===== config.mk =====
export PLATFORM = sky130hd
export DESIGN_NAME = sprite_anim_draw
export DESIGN_NICKNAME = d
export VERILOG_FILES = /design/src/rtl/vga_sprite_pkg.sv /design/src/rtl/sprite_rom.sv /design/src/rtl/sprite_anim_draw.sv
export SDC_FILE = /design/constraint.sdc
export NUM_CORES = 1
export LEC_CHECK = 0
export ABC_CLOCK_PERIOD_IN_PS = 3540
export CORE_ASPECT_RATIO = 0.7
export CORE_MARGIN = 5
export CORE_UTILIZATION = 50
export DETAILED_ROUTE_END_ITERATION = 10
export DONT_BUFFER_PORTS = 1
export PLACE_DENSITY = 0.7
export SLEW_MARGIN = 0
export SYNTH_ARGS = -nofsm -noshare
export SYNTH_HDL_FRONTEND = slang
export SYNTH_HIERARCHICAL = 1
export SYNTH_SLANG_ARGS = --single-unit
export TNS_END_PERCENT = 30

===== constraint.sdc =====
create_clock -name CLK -period 3.54 [get_ports CLK]
set_input_delay 0.708 -clock CLK [delete_from_list [all_inputs] [get_ports CLK]]
set_output_delay 0.708 -clock CLK [all_outputs]
set_load 0.01 [all_outputs]

===== src/rtl/vga_sprite_pkg.sv =====
// Shared VGA sprite types and constants.
// Also defines the built-in test image used by sprite_rom.
package vga_sprite_pkg;

    localparam int COORD_W = 11;
    localparam logic [7:0] TRANSP_KEY_DEF = 8'hFF;

    typedef struct packed {
        logic [2:0] r;
        logic [2:0] g;
        logic [1:0] b;
    } rgb332_t;

    // Every eighth texel (address mod 8 == 5) is transparent;
    // the rest carry an address hash with LSB 0, so they never equal 8'hFF.
    function automatic rgb332_t test_pixel(
        input logic [31:0] addr,
        input logic [7:0]  key
    );
        if ((addr & 32'd7) == 32'd5)
            return rgb332_t'(key);
        return rgb332_t'(8'(((addr >> 1) ^ (addr >> 8)) << 1));
    endfunction

endpackage


===== src/rtl/sprite_rom.sv =====
// Frame image store with synchronous read, one cycle latency.
// INIT_FILE selects the image: "blank" is fully transparent, else test pattern.
module sprite_rom
    import vga_sprite_pkg::*;
#(
    parameter int          DEPTH     = 2704,
    parameter string       INIT_FILE = "",
    parameter logic [7:0]  KEY       = TRANSP_KEY_DEF
) (
    input  logic                     i_clk,
    input  logic                     i_rst,
    input  logic [$clog2(DEPTH)-1:0] i_addr,
    output rgb332_t                  o_data
);

    rgb332_t w_pix;
    rgb332_t r_data;

    generate
        if (INIT_FILE == "blank") begin : g_blank
            assign w_pix = rgb332_t'(KEY);
        end else begin : g_pattern
            assign w_pix = test_pixel(32'(i_addr), KEY);
        end
    endgenerate

    always_ff @(posedge i_clk or posedge i_rst) begin
        if (i_rst)
            r_data <= '0;
        else
            r_data <= w_pix;
    end

    assign o_data = r_data;

endmodule


===== src/rtl/sprite_anim_draw.sv =====
// Animated, optionally scaled and mirrored sprite drawer.
// Two-stage pipeline: hit/address register, then ROM data register.
module sprite_anim_draw
    import vga_sprite_pkg::*;
#(
    parameter int         OBJ_W      = 26,
    parameter int         OBJ_H      = 26,
    parameter int         NUM_FRAMES = 4,
    parameter int         FRAME_HOLD = 8,
    parameter int         SCALE_LOG2 = 0,
    parameter int         LOOP       = 1,
    parameter logic [7:0] TRANSP_KEY = TRANSP_KEY_DEF
) (
    input  logic               CLK,
    input  logic               RESET,
    input  logic [COORD_W-1:0] oCoord_X,
    input  logic [COORD_W-1:0] oCoord_Y,
    input  logic [COORD_W-1:0] ObjectStartX,
    input  logic [COORD_W-1:0] ObjectStartY,
    input  logic               startOfFrame,
    input  logic               anim_enable,
    input  logic               anim_restart,
    input  logic               flip_x,
    output logic               drawing_request,
    output logic [7:0]         mVGA_RGB,
    output logic [3:0]         current_frame,
    output logic               anim_done
);

    localparam int DEPTH     = NUM_FRAMES * OBJ_W * OBJ_H;
    localparam int AW        = $clog2(DEPTH);
    localparam int FRAME_PIX = OBJ_W * OBJ_H;

    localparam logic [COORD_W:0] SPAN_X   = (COORD_W+1)'(OBJ_W << SCALE_LOG2);
    localparam logic [COORD_W:0] SPAN_Y   = (COORD_W+1)'(OBJ_H << SCALE_LOG2);
    localparam logic [3:0]       LAST_FR  = 4'(NUM_FRAMES - 1);
    localparam logic [7:0]       HOLD_MAX = 8'(FRAME_HOLD - 1);

    logic [COORD_W:0]   w_end_x;
    logic [COORD_W:0]   w_end_y;
    logic               w_hit;
    logic [COORD_W-1:0] w_dx;
    logic [COORD_W-1:0] w_dy;
    logic [31:0]        w_col_raw;
    logic [31:0]        w_col;
    logic [31:0]        w_row;
    logic [AW-1:0]      w_addr;
    rgb332_t            w_rom_data;

    logic               r_hit1;
    logic               r_hit2;
    logic [AW-1:0]      r_addr1;
    logic [3:0]         r_frame;
    logic [7:0]         r_hold;
    logic               r_done;

    // End coordinates carry one extra bit so boxes near 2047 never wrap.
    assign w_end_x = {1'b0, ObjectStartX} + SPAN_X;
    assign w_end_y = {1'b0, ObjectStartY} + SPAN_Y;

    assign w_hit = (oCoord_X >= ObjectStartX)
                && ({1'b0, oCoord_X} < w_end_x)
                && (oCoord_Y >= ObjectStartY)
                && ({1'b0, oCoord_Y} < w_end_y);

    assign w_dx      = oCoord_X - ObjectStartX;
    assign w_dy      = oCoord_Y - ObjectStartY;
    assign w_col_raw = 32'(w_dx >> SCALE_LOG2);
    assign w_row     = 32'(w_dy >> SCALE_LOG2);
    assign w_col     = flip_x ? (32'(OBJ_W - 1) - w_col_raw) : w_col_raw;

    assign w_addr = AW'(32'(r_frame) * 32'(FRAME_PIX)
                      + w_row * 32'(OBJ_W)
                      + w_col);

    always_ff @(posedge CLK or posedge RESET) begin
        if (RESET) begin
            r_hit1  <= 1'b0;
            r_addr1 <= '0;
            r_hit2  <= 1'b0;
        end else begin
            r_hit1  <= w_hit;
            r_addr1 <= w_addr;
            r_hit2  <= r_hit1;
        end
    end

    sprite_rom #(
        .DEPTH     (DEPTH),
        .INIT_FILE (""),
        .KEY       (TRANSP_KEY)
    ) u_rom (
        .i_clk  (CLK),
        .i_rst  (RESET),
        .i_addr (r_addr1),
        .o_data (w_rom_data)
    );

    // Frame only moves on a startOfFrame edge, so a scan never tears.
    always_ff @(posedge CLK or posedge RESET) begin
        if (RESET) begin
            r_frame <= '0;
            r_hold  <= '0;
            r_done  <= 1'b0;
        end else if (anim_restart) begin
            r_frame <= '0;
            r_hold  <= '0;
            r_done  <= 1'b0;
        end else if (startOfFrame && anim_enable) begin
            if (r_hold == HOLD_MAX) begin
                r_hold <= '0;
                if (r_frame != LAST_FR)
                    r_frame <= r_frame + 4'd1;
                else if (LOOP != 0)
                    r_frame <= '0;
                else
                    r_done <= 1'b1;
            end else begin
                r_hold <= r_hold + 8'd1;
            end
        end
    end

    assign drawing_request = r_hit2 && (w_rom_data != rgb332_t'(TRANSP_KEY));
    assign mVGA_RGB        = drawing_request ? w_rom_data : 8'h00;
    assign current_frame   = r_frame;
    assign anim_done       = r_done;

endmodule


==> results.cfg, run 1 <==
[global_routing]
grt_max_degree = 27
grt_remaining_overflow = 0
globalRouteTotalUtil_pct = 19.3
antenna_violations_before_repair = 0
vias_in_the_first_global_route = 4161
grt_pass1_wl_microns = 18800

[worst_setup_path]
cp-end-kind = flip-flop
reg2reg_depth = 11
setup.reg_to_reg.worst_slack_ps = 250
cp_data_required_time_ps = 3690
cp_slowest_cell = sky130_fd_sc_hd__fa_1
critical_path.max_fanout = 3
worst_path_largest_cell_delay_ps = 510
worst-endpoint-arrival_ps = 5160
timing.critical_path.from = oCoord_Y[0]
crit-reg2reg-capture = r_addr1[11]$_DFF_PP0_
crit_path_start_kind = input pin
worst_r2r_startpoint = current_frame[3]$_DFFE_PP0P_
timing_worst_setup_path_type = input pin to flip-flop

[placed_design]
port-buffer-count = 0
dpl-instance-area_sq_um = 5700
gp_routability_congestion = 0.823
dp_hpwl_microns = 9530
dp.cells = 768

[timing]
timing.final.ws_setup_ps = -1470
max_freq_mhz = 200
tightestPinTransition_ps = 1020
finalCriticalPeriod_ps = 5010
final_max_slew_viol_count = 0
setup_viol_count_final = 7
timing_hold_violations_final = 0
final.setup_skew_ps = 3.80
grt_setup_unrepaired = true
slew-limit-headroom_pct = 32.2
post_route_clock_period_utilization_pct = 142

[synth]
synth_enable_flop_cells = 0
synth_top_area_share_pct = 20.7
yosysWarningCount = 6
netlist_area_sq_um = 4710
synthesis.area_per_instance_sq_um = 8.57
syn-instance-count = 550
leading_cell_type_by_number_of_instances_after_synthesis = sky130_fd_sc_hd__inv_1
synth_flop_cell = sky130_fd_sc_hd__dfrtp_1
ys_async_sr_fraction_pct = 100
synth_area_leaders = sky130_fd_sc_hd__ha_1, sky130_fd_sc_hd__dfrtp_1, sky130_fd_sc_hd__fa_1
synth_commonest_cells = sky130_fd_sc_hd__inv_1, sky130_fd_sc_hd__ha_1, sky130_fd_sc_hd__xnor2_1, sky130_fd_sc_hd__nor2_1, sky130_fd_sc_hd__a21oi_1
count_of_distinct_cell_types_in_the_synthesized_netlist = 52
ys_ff_latch = 34
mappedNetlistNets = 699
ys_seq_area_share_pct = 18.0
synth_top_cell_by_area = sky130_fd_sc_hd__ha_1

[floorplan]
initial_core_util_pct = 51.6
placementRows = 29
coreArea_sq_um = 9140
die_width_microns = 126
die_area_sq_um = 11500
die_h_microns = 91.2
top_level_ports = 64

[detailed_routing]
drtPass1Iterations = 4
remaining_drc_errors = 0
postRouteWirelength_microns = 11100
via_count = 4052
routed_via_density = 5.20
drt_iter0_drc = 134
routedWlPerCell_microns = 14.2
route.antenna.remaining_nets = 0

[cells_and_area]
count_of_placed_standard_cells_in_the_final_layout_fillers_left_out = 779
design_area_sq_um = 6020
n_fill_cell = 758
antenna_cells_inserted = 0
drive_above_1_share_pct = 23.4
flow.area_growth_from_synthesis_pct = 27.6
final_net_count = 803

[pwr]
internal_power_mw = 3.41
power.clock.fraction_pct = 9.6
share_comb_of_total_power_pct = 79.6
power.share.sequential_pct = 10.8
power_switching_mw = 2.46
pwr_density_cell_nw_per_um2 = 976
netSwitchingFraction_pct = 41.9
ir_worst_vdd_mv = 0.623
p_total_mw = 5.87
leakage_nw = 3.02

[clock_network]
clk_path_buf_depth = 2
total_clock_buffers_created_by_cts = 5
clock_latency_ps = 280
cts.reportedPaths.clkPinSlew_ps = 50
cts_root_buffer = sky130_fd_sc_hd__clkbuf_16
cts-htree-levels = 2
tritoncts = built
cts_hold_buffers = 0
tritoncts_num_sinks = 34

[outcome]
violations = negative setup slack
status = finished with violations

[run]
maxCapViolations = 0

[min_path]
worst_hold_path_type = input pin to async pin
==> routing by layer <==
| layer | global-route usage [%] | wire length, microns |
|---|---|---|
| met1 | 26.6 | 5040 |
| met2 | 31.5 | 5190 |
| met5 | 0 | 0 |
| met4 | 3.57 | 108 |
| met3 | 4.05 | 752 |
==> worst max path at each step <==
stage | end | slack, ps | cells past startpoint
after floorplan | r_addr1[11]$_DFF_PP0_ | -1580 | 25
after global routing | r_addr1[11]$_DFF_PP0_ | -1730 | 25
after global placement | r_addr1[11]$_DFF_PP0_ | -1650 | 23
after CTS | r_addr1[11]$_DFF_PP0_ | -1410 | 24
after detailed placement | r_addr1[11]$_DFF_PP0_ | -1790 | 24
final | r_addr1[11]$_DFF_PP0_ | -1470 | 25
==> timing repair <==
action                                  CTS  global route
gates resized for setup                   9             8
cloned                                    0             0
hold endpoints to repair                  0             0
endpoints found under the setup margin    7             7
pin swaps                                12            16
setup buffers                             1             2
==> power groups by stage <==
stage | clock, mW | combinational (mW) | sequential [mW]
CTS | 0.576 | 4.45 | 0.634
global placement | 0 | 4.02 | 0.633
finish | 0.564 | 4.67 | 0.633
detailed placement | 0 | 4.27 | 0.641
global route | 0.597 | 5.18 | 0.646
floorplan | 0 | 2.78 | 0.623
==> worst max-delay path, delay by kind of cell <==
family | cells | cell delay (ps)
buffers and inverters | 4 | 180
AND/OR/NAND/NOR | 1 | 90
XOR/XNOR | 8 | 1370
adder cells (fa/ha/maj) | 5 | 1600
AO/OA/AOI/OAI | 7 | 1210
==> through the flow <==
step	hold WS (ps)	utilization, %	setup TNS, ps	worst slack, ps
6_report	257	65.8	-6480	-1470
5_1_grt	281	65.8	-7840	-1730
4_1_cts	261	65.1	-6430	-1410
3_5_place_dp	336	62.3	-9200	-1790
3_3_place_gp	336	62.3	-8280	-1650
2_1_floorplan	331	-	-6130	-1580
==> cells in the final DEF, fill, tap and decap left out, types with 3 or more instances in the layout <==
master,count
sky130_fd_sc_hd__nand4_1,6
sky130_fd_sc_hd__fa_1,19
sky130_fd_sc_hd__ha_1,71
sky130_fd_sc_hd__a211oi_1,4
sky130_fd_sc_hd__a21oi_2,9
sky130_fd_sc_hd__xnor2_2,4
sky130_fd_sc_hd__buf_4,101
sky130_fd_sc_hd__xor2_1,22
sky130_fd_sc_hd__nand3b_1,3
sky130_fd_sc_hd__nand3_1,14
sky130_fd_sc_hd__and2_1,13
sky130_fd_sc_hd__o21a_1,7
sky130_fd_sc_hd__inv_1,82
sky130_fd_sc_hd__o21ai_0,18
sky130_fd_sc_hd__o31ai_1,5
sky130_fd_sc_hd__ha_4,7
sky130_fd_sc_hd__nor3_1,11
sky130_fd_sc_hd__a21oi_1,29
sky130_fd_sc_hd__a21o_1,15
sky130_fd_sc_hd__nand2_1,21
sky130_fd_sc_hd__nand2b_1,9
sky130_fd_sc_hd__o22ai_1,4
sky130_fd_sc_hd__clkbuf_16,5
sky130_fd_sc_hd__inv_2,4
sky130_fd_sc_hd__xnor2_1,42
sky130_fd_sc_hd__nor2b_1,5
sky130_fd_sc_hd__o21bai_1,4
sky130_fd_sc_hd__dfrtp_1,34
sky130_fd_sc_hd__nor2_1,39
==> flip-flops by register name, summed over array words and instances (netlist names) <==
register	cells
r_addr1	12
r_hold	8
u_rom/o_data	8
current_frame	4
r_hit1	1
r_hit2	1
==> logic make-up (layout without fill, tap and decap cells) <==
family          count (synthesis)  count (layout)  share of synthesized area [%]
flops                          34              34                           18.0
xor+xnor                       70              70                           13.3
compound gates                117             117                           16.6
mux                             2               2                          0.425
other cells                     1               1                         0.0795
buf+inv                        92             197                           7.40
simple gates                  135             135                           14.6
fa+ha+maj                      99              99                           29.6
==> final cells by class <==
cell class	count	area (sq um)	share of cell area, %
multi-input combinational	424	3710	61.7
clock inverter	3	68.8	1.14
sequential	34	851	14.1
timing repair buffer	101	758	12.6
inverter	88	345	5.74
clock buffer	5	125	2.08
tap	124	155	2.58
Note: power is estimated with default switching activity, not from simulation.
==> run 2: changes to the inputs <==
--- a/config.mk
+++ b/config.mk
@@ -5,7 +5,6 @@
 export SDC_FILE = /design/constraint.sdc
 export NUM_CORES = 1
 export LEC_CHECK = 0
-export ABC_CLOCK_PERIOD_IN_PS = 3540
 export CORE_ASPECT_RATIO = 0.7
 export CORE_MARGIN = 5
 export CORE_UTILIZATION = 50
==> results of run 2 <==
No change in the layout: final DEF, timing and power equal those of run 1.
==> run 3: changes to the inputs <==
--- a/config.mk
+++ b/config.mk
@@ -6,10 +6,10 @@
 export NUM_CORES = 1
 export LEC_CHECK = 0
 export CORE_ASPECT_RATIO = 0.7
-export CORE_MARGIN = 5
 export CORE_UTILIZATION = 50
 export DETAILED_ROUTE_END_ITERATION = 10
 export DONT_BUFFER_PORTS = 1
+export GPL_ROUTABILITY_DRIVEN = 0
 export PLACE_DENSITY = 0.7
 export SLEW_MARGIN = 0
 export SYNTH_ARGS = -nofsm -noshare
==> results.cfg, run 3 (synthesis results as in run 1) <==
[pwr]
internal_power_mw = 3.75
pwr_density_cell_nw_per_um2 = 1040
power.share.sequential_pct = 9.8
p_total_mw = 6.50
power.clock.fraction_pct = 8.7
leakage_nw = 3.06
netSwitchingFraction_pct = 42.3
ir_worst_vdd_mv = 0.786
share_comb_of_total_power_pct = 81.4
power_switching_mw = 2.75

[detailed_routing]
routedWlPerCell_microns = 14.8
route.antenna.remaining_nets = 0
postRouteWirelength_microns = 11600
via_count = 4127
remaining_drc_errors = 0
routed_via_density = 5.27
drt_iter0_drc = 235
drtPass1Iterations = 4

[outcome]
violations = negative setup slack
status = finished with violations

[cells_and_area]
leading_cell_types_in_the_layout_fill_and_taps_excluded = sky130_fd_sc_hd__buf_4, sky130_fd_sc_hd__inv_1, sky130_fd_sc_hd__ha_1
antenna_cells_inserted = 0
n_fill_cell = 702
flow.area_growth_from_synthesis_pct = 32.1
count_of_placed_standard_cells_in_the_final_layout_fillers_left_out = 783
layout.cells.most_common = sky130_fd_sc_hd__buf_4
largest_register_ff_count = 12
final_net_count = 807
finish.utilization_pct = 68.4
design_area_sq_um = 6230
drive_above_1_share_pct = 27.2
largest_register = r_addr1

[worst_setup_path]
timing_worst_setup_path_type = input pin to flip-flop
cp-end-kind = flip-flop
critical_path.n_buffers_inverters = 6
worst-endpoint-arrival_ps = 5190
critical_path_cell_count = 25
worst_path_largest_cell_delay_ps = 500
critical_path.max_fanout = 3
crit_path_start_kind = input pin
critical_path.top_delay_family = adder cells
reg2reg_depth = 14
cp_data_required_time_ps = 3690
cp_slowest_cell = sky130_fd_sc_hd__fa_1
cell_seen_most_often_among_critical_path_stages = sky130_fd_sc_hd__ha_4

[timing]
max_freq_mhz = 198
grt_setup_unrepaired = true
finalCriticalPeriod_ps = 5040
tightestPinTransition_ps = 1030
timing_hold_violations_final = 0
post_route_clock_period_utilization_pct = 142
slew-limit-headroom_pct = 31.2
smallest_hold_slack_ps = 254
timing.final.ws_setup_ps = -1500
setup_viol_count_final = 7
final_max_slew_viol_count = 0
final.setup_skew_ps = 1.77

[clock_network]
tritoncts_num_sinks = 34
clock_latency_ps = 280
total_clock_buffers_created_by_cts = 5
tritoncts = built
cts.reportedPaths.clkPinSlew_ps = 50
clk_path_buf_depth = 2
cts_hold_buffers = 0
cts-htree-levels = 2
cts_root_buffer = sky130_fd_sc_hd__clkbuf_16

[global_routing]
vias_in_the_first_global_route = 4295
grt_max_degree = 27
antenna_violations_before_repair = 0
grt_remaining_overflow = 0
globalRouteTotalUtil_pct = 24.0
grt_pass1_wl_microns = 19300

[placed_design]
dp_hpwl_microns = 9150
dp.cells = 768
dpl-instance-area_sq_um = 5700
port-buffer-count = 0

[min_path]
worst_hold_path_type = input pin to async pin

[floorplan]
die_width_microns = 118
die_h_microns = 83.2
coreArea_sq_um = 9110
placementRows = 29
die_area_sq_um = 9830
top_level_ports = 64
initial_core_util_pct = 51.8

[run]
maxCapViolations = 0
-- run 3: worst register-to-register path, delay by kind of cell, from the launching register on --
| kind | cells | cell delay [ps] |
|---|---|---|
| AOI/OAI and AO/OA | 1 | 150 |
| xor gates and xnor gates | 8 | 1410 |
| adders and majority gates | 4 | 1070 |
| DFF | 1 | 510 |
| and+or+nand+nor | 1 | 80 |
-- run 3: worst paths after layout --
path                                              startpoint                            to  slack (ps)
worst max-delay path                             oCoord_Y[0]         r_addr1[11]$_DFF_PP0_       -1500
worst min-delay path                                   RESET     u_rom/o_data[4]$_DFF_PP0_         250
worst max register to register  current_frame[0]$_DFFE_PP0P_         r_addr1[11]$_DFF_PP0_         180
worst min register to register              r_hit1$_DFF_PP0_              r_hit2$_DFF_PP0_         350
max in group asynchronous                              RESET  current_frame[1]$_DFFE_PP0P_        2350
min in group CLK                            r_hit1$_DFF_PP0_              r_hit2$_DFF_PP0_         350
-- run 3: what timing repair did --
item                       in CTS  in global routing
buffers inserted                4                  4
pin swaps                      30                 15
setup endpoints to repair       7                  8
hold endpoints to repair        0                  0
gates resized for setup        27                 22
-- run 3: layout make-up --
class	instances	area, sq um	area share, %
Multi-Input combinational cell	424	3860	62.0
Sequential cell	34	851	13.7
Timing Repair Buffer	105	803	12.9
Inverter	88	363	5.83
Tap cell	124	155	2.49
Clock buffer	5	125	2.01
Clock inverter	3	68.8	1.10
-- run 3: per-layer routing --
| metal | wire length (microns) | GRT usage, % | up-vias |
|---|---|---|---|
| met5 | 0 | 0 | - |
| met1 | 5220 | 31.7 | 1934 |
| met4 | 203 | 4.43 | 0 |
| li1 | - | - | 2068 |
| met3 | 538 | 3.43 | 22 |
| met2 | 5660 | 41.9 | 103 |
-- run 3: stage by stage --
| step | setup TNS [ps] | worst slack (ps) |
|---|---|---|
| CTS | -5110 | -1360 |
| finish | -5980 | -1500 |
| detailed placement | -8880 | -1750 |
| global placement | -8190 | -1640 |
| floorplan | -6130 | -1580 |
| global route | -7040 | -1730 |
-- run 3: power groups by stage --
| stage | combinational (mW) | clock, mW | sequential (mW) |
|---|---|---|---|
| after floorplan | 2.78 | 0 | 0.623 |
| after global placement | 3.97 | 0 | 0.636 |
| after detailed placement | 4.18 | 0 | 0.644 |
| after CTS | 4.87 | 0.579 | 0.637 |
| after global routing | 5.81 | 0.597 | 0.649 |
| final | 5.30 | 0.568 | 0.638 |
==> RTL change 1 (settings of run 3) <==
`NUM_FRAMES`: 4 -> 8.
--- a/src/rtl/sprite_anim_draw.sv
+++ b/src/rtl/sprite_anim_draw.sv
@@ -6,5 +6,5 @@
     parameter int         OBJ_W      = 26,
     parameter int         OBJ_H      = 26,
-    parameter int         NUM_FRAMES = 4,
+    parameter int         NUM_FRAMES = 8,
     parameter int         FRAME_HOLD = 8,
     parameter int         SCALE_LOG2 = 0,
Formal check against the unedited RTL: same outputs for any inputs over 10 cycles, from zero or initial values and one cycle with RESET high; that may be too few to reach the edited logic, so the function may still have changed.
==> RTL change 1 against run 3 <==
The run still ends with setup timing left. Routed wire length up 16%. Die area increased by 9.3%. Sequential cell count up 1. Largest power group unchanged. Combinational power increased by 27%. Total power is 21% higher. Maximum frequency shrank 5.2%. Synthesized area grew 9.5%. Setup slack got worse by 0.28 ns. Cell area rose by 9.9%. Count of clock-buffer cells in the layout stayed put. Largest cell class unchanged.
==> RTL change 1: results <==
group,metric,value,unit
status,status,"finished with violations",
status,violations,"setup timing",
grt,grt_max_degree,28,
detailed_routing,wl_met2,6670,µm
sta,setup_viol,8,
power,max-vdd-ir-drop,0.934,mV
grt,grt_pass1_wl,20100,µm
critical_path,r2r-end,"r_addr1[12]$_DFF_PP0_",
detailed_routing,drt_iter0_drc,151,
cells_and_area,final_layout_size_suffix_gt1_frac,0.295,
placed_design,dp_hpwl,10200,µm
detailed_routing,vias,4627,
sta,setup_ws,-1.77,ns
sta,whs,0.257,ns
yosys,ys_types,61,
placed_design,pre_cts_ws,-2.27,ns
cells_and_area,n_fill_cell,725,
grt,grt_pass1_vias,4680,
critical_path,r2r-start,"current_frame[3]$_DFFE_PP0P_",
detailed_routing,wl_per_cell,15.7,µm
yosys,ys_top_cells_by_count,"inv_1, ha_1, xnor2_1, dfrtp_1, a21oi_1",
placed_design,placed_area,6220,µm²
sta,skew,0.00789,ns
power,p_leak,3.40,nW
critical_path,cp.arrival,5.47,ns
sta,worst_pin_slew,1.06,ns
==> RTL change 1: metrics by stage <==
step | power [mW] | cells
after floorplan | 3.97 | 609
after global placement | 5.37 | 840
after detailed placement | 5.62 | 840
after CTS | 6.70 | 851
after global routing | 8.48 | 859
final | 7.88 | 859
==> RTL change 1: how the worst max path moves through the flow <==
stage / startpoint / slack [ns] / to / depth (start not counted)
4_1_cts: oCoord_Y[0] / -1.79 / r_addr1[12]$_DFF_PP0_ / 26
6_report: oCoord_Y[0] / -1.77 / r_addr1[12]$_DFF_PP0_ / 28
3_5_place_dp: ObjectStartY[1] / -2.27 / r_addr1[12]$_DFF_PP0_ / 27
3_3_place_gp: ObjectStartY[1] / -1.96 / r_addr1[12]$_DFF_PP0_ / 27
2_1_floorplan: oCoord_Y[0] / -1.88 / r_addr1[12]$_DFF_PP0_ / 28
5_1_grt: oCoord_Y[0] / -1.97 / r_addr1[12]$_DFF_PP0_ / 28
==> RTL change 1: timing repair <==
| action | 4_1_cts | 5_1_grt |
|---|---|---|
| gates resized for setup | 23 | 51 |
| endpoints found under the hold margin | 0 | 0 |
| buffers inserted | 3 | 8 |
| endpoints found under the setup margin | 8 | 9 |
| pin swaps | 30 | 21 |
==> RTL change 1: final cells by class <==
type | count | area, µm² | area share
Sequential cell | 35 | 876 | 0.128
Inverter | 104 | 429 | 0.0627
Clock inverter | 3 | 43.8 | 0.00640
Tap cell | 128 | 160 | 0.0234
Clock buffer | 5 | 125 | 0.0183
Timing Repair Buffer | 123 | 935 | 0.136
Multi-Input combinational cell | 461 | 4280 | 0.625
==> RTL change 1: critical path: stages <==
cell and delay [ns]:
clkinv_16 0.02, ha_4 0.14, inv_4 0.04, fa_2 0.38, a21o_1 0.19, a21oi_2 0.14, nor2b_1 0.06, o21ai_1 0.12
nand2b_1 0.10, xor2_2 0.17, ha_1 0.30, inv_2 0.04, fa_1 0.56, inv_2 0.05, ha_4 0.27, inv_4 0.04
o21bai_4 0.11, a21oi_2 0.08, xor2_1 0.18, fa_2 0.37, xnor2_2 0.14, xnor2_1 0.13, xnor2_1 0.21, xnor2_1 0.17
xnor2_1 0.10, xnor2_1 0.27, xnor2_2 0.15, xnor3_1 0.23
==> RTL change 1: logic make-up (layout without fill, tap and decap cells) <==
logic type	Yosys count	in the layout	synth area share
simple gates	157	157	0.162
compound gates	127	127	0.168
buf+inv	113	235	0.0863
fa+ha+maj	105	105	0.288
xor+xnor	68	68	0.119
flops	35	35	0.170
mux	3	3	0.00582
other cells	1	1	0.000726
==> RTL change 1: power breakdown <==
group          switching, mW  total, mW  leakage, nW  internal, mW
combinational           3.16       6.74         2.88          3.58
sequential            0.0619      0.641        0.438         0.579
clock                  0.166      0.498       0.0838         0.332
==> RTL change 2 (config.mk and constraints of run 3) <==
Without the edit above. Make the reset (`RESET` and `i_rst`) synchronous in 3 clocked blocks.
--- a/src/rtl/sprite_rom.sv
+++ b/src/rtl/sprite_rom.sv
@@ -25,5 +25,5 @@
     endgenerate
 
-    always_ff @(posedge i_clk or posedge i_rst) begin
+    always_ff @(posedge i_clk) begin
         if (i_rst)
             r_data <= '0;
--- a/src/rtl/sprite_anim_draw.sv
+++ b/src/rtl/sprite_anim_draw.sv
@@ -74,5 +74,5 @@
                       + w_col);
 
-    always_ff @(posedge CLK or posedge RESET) begin
+    always_ff @(posedge CLK) begin
         if (RESET) begin
             r_hit1  <= 1'b0;
@@ -98,5 +98,5 @@
 
     // Frame only moves on a startOfFrame edge, so a scan never tears.
-    always_ff @(posedge CLK or posedge RESET) begin
+    always_ff @(posedge CLK) begin
         if (RESET) begin
             r_frame <= '0;
Behaviour: differs if RESET is asserted again (counterexample within 4 cycles, from zero or initial values and one cycle with RESET high); with RESET held inactive, the same outputs for 10 cycles.
==> RTL change 2 against run 3 <==
The flow still finishes with violations (setup timing). Routed wire length fell by 6.0%. Core utilization grew 0.30 points. Cell area fell by 4.2%. Largest power group unchanged. Total power shrank 15%. Synthesized area decreased by 2.3%. Synthesized cell count increased by 1.1%. Largest cell class unchanged. Setup slack better by 0.099 ns. Sequential cell count unchanged. Highest routed layer unchanged.
==> RTL change 2: results <==
group,metric,value,unit
status,status,"finished with violations",
status,violations,"setup timing",
power,p_comb,4.41,mW
critical_path,reg2reg_slack,0.10,ns
power,p_leak,2.91,nW
power,p_sw_frac,0.411,
cells_and_area,final_layout_size_suffix_gt1_frac,0.245,
sta,setup_ws,-1.40,ns
worst_hold_path,min_path_type,"register to register",
critical_path,r2r-start,"current_frame[3]$_SDFFE_PP0P_",
sta,whs,0.421,ns
detailed_routing,drt_iter0_drc,175,
sta,setup_viol,7,
critical_path,reg2reg_depth,13,
yosys,ys_types,57,
grt,grt_pass1_wl,18000,µm
placed_design,dp.cells,769,
grt,grt_pass1_vias,4117,
sta,slew_headroom,0.508,
placed_design,dp_hpwl,9160,µm
power,max-vdd-ir-drop,0.802,mV
detailed_routing,wl_met1,5200,µm
grt,gr-usage-met2,0.419,
critical_path,r2r-end,"r_addr1[11]$_SDFF_PP0_",
grt,grt_max_degree,24,
grt,use_met1,0.314,
sta,skew,0.00396,ns
power,clock_power,0.582,mW
critical_path,cp.arrival,5.11,ns
cells_and_area,final_nets,806,
RTL change 2: area by class of cell:
class                      instances  area [µm²]
timing repair buffer             100         751
fill                             707        2720
clock buffer                       6         139
clock inverter                     2        60.1
multi-input combinational        434        3860
inverter                          82         323
tap                              120         150
sequential                        34         681
RTL change 2: logic make-up after synthesis:
kind of cell,share of synthesized area
and+or+nand+nor,0.169
AOI/OAI and AO/OA,0.156
adders and majority gates,0.303
buffers and inverters,0.0728
xor gates and xnor gates,0.140
DFF,0.148
muxes,0.0109
other,0.000814
RTL change 2: timing repair:
action | in CTS | in global routing
buffers inserted | 1 | 0
setup endpoints to repair | 7 | 8
endpoints found under the hold margin | 0 | 0
pin swaps | 13 | 3
gates resized for setup | 9 | 18
RTL change 2: through the flow:
stage	TNS (ns)	total power, mW
2_1_floorplan	-6.59	3.13
3_3_place_gp	-8.43	4.21
3_5_place_dp	-9.26	4.37
4_1_cts	-5.64	5.17
5_1_grt	-7.46	6.04
6_report	-5.76	5.52
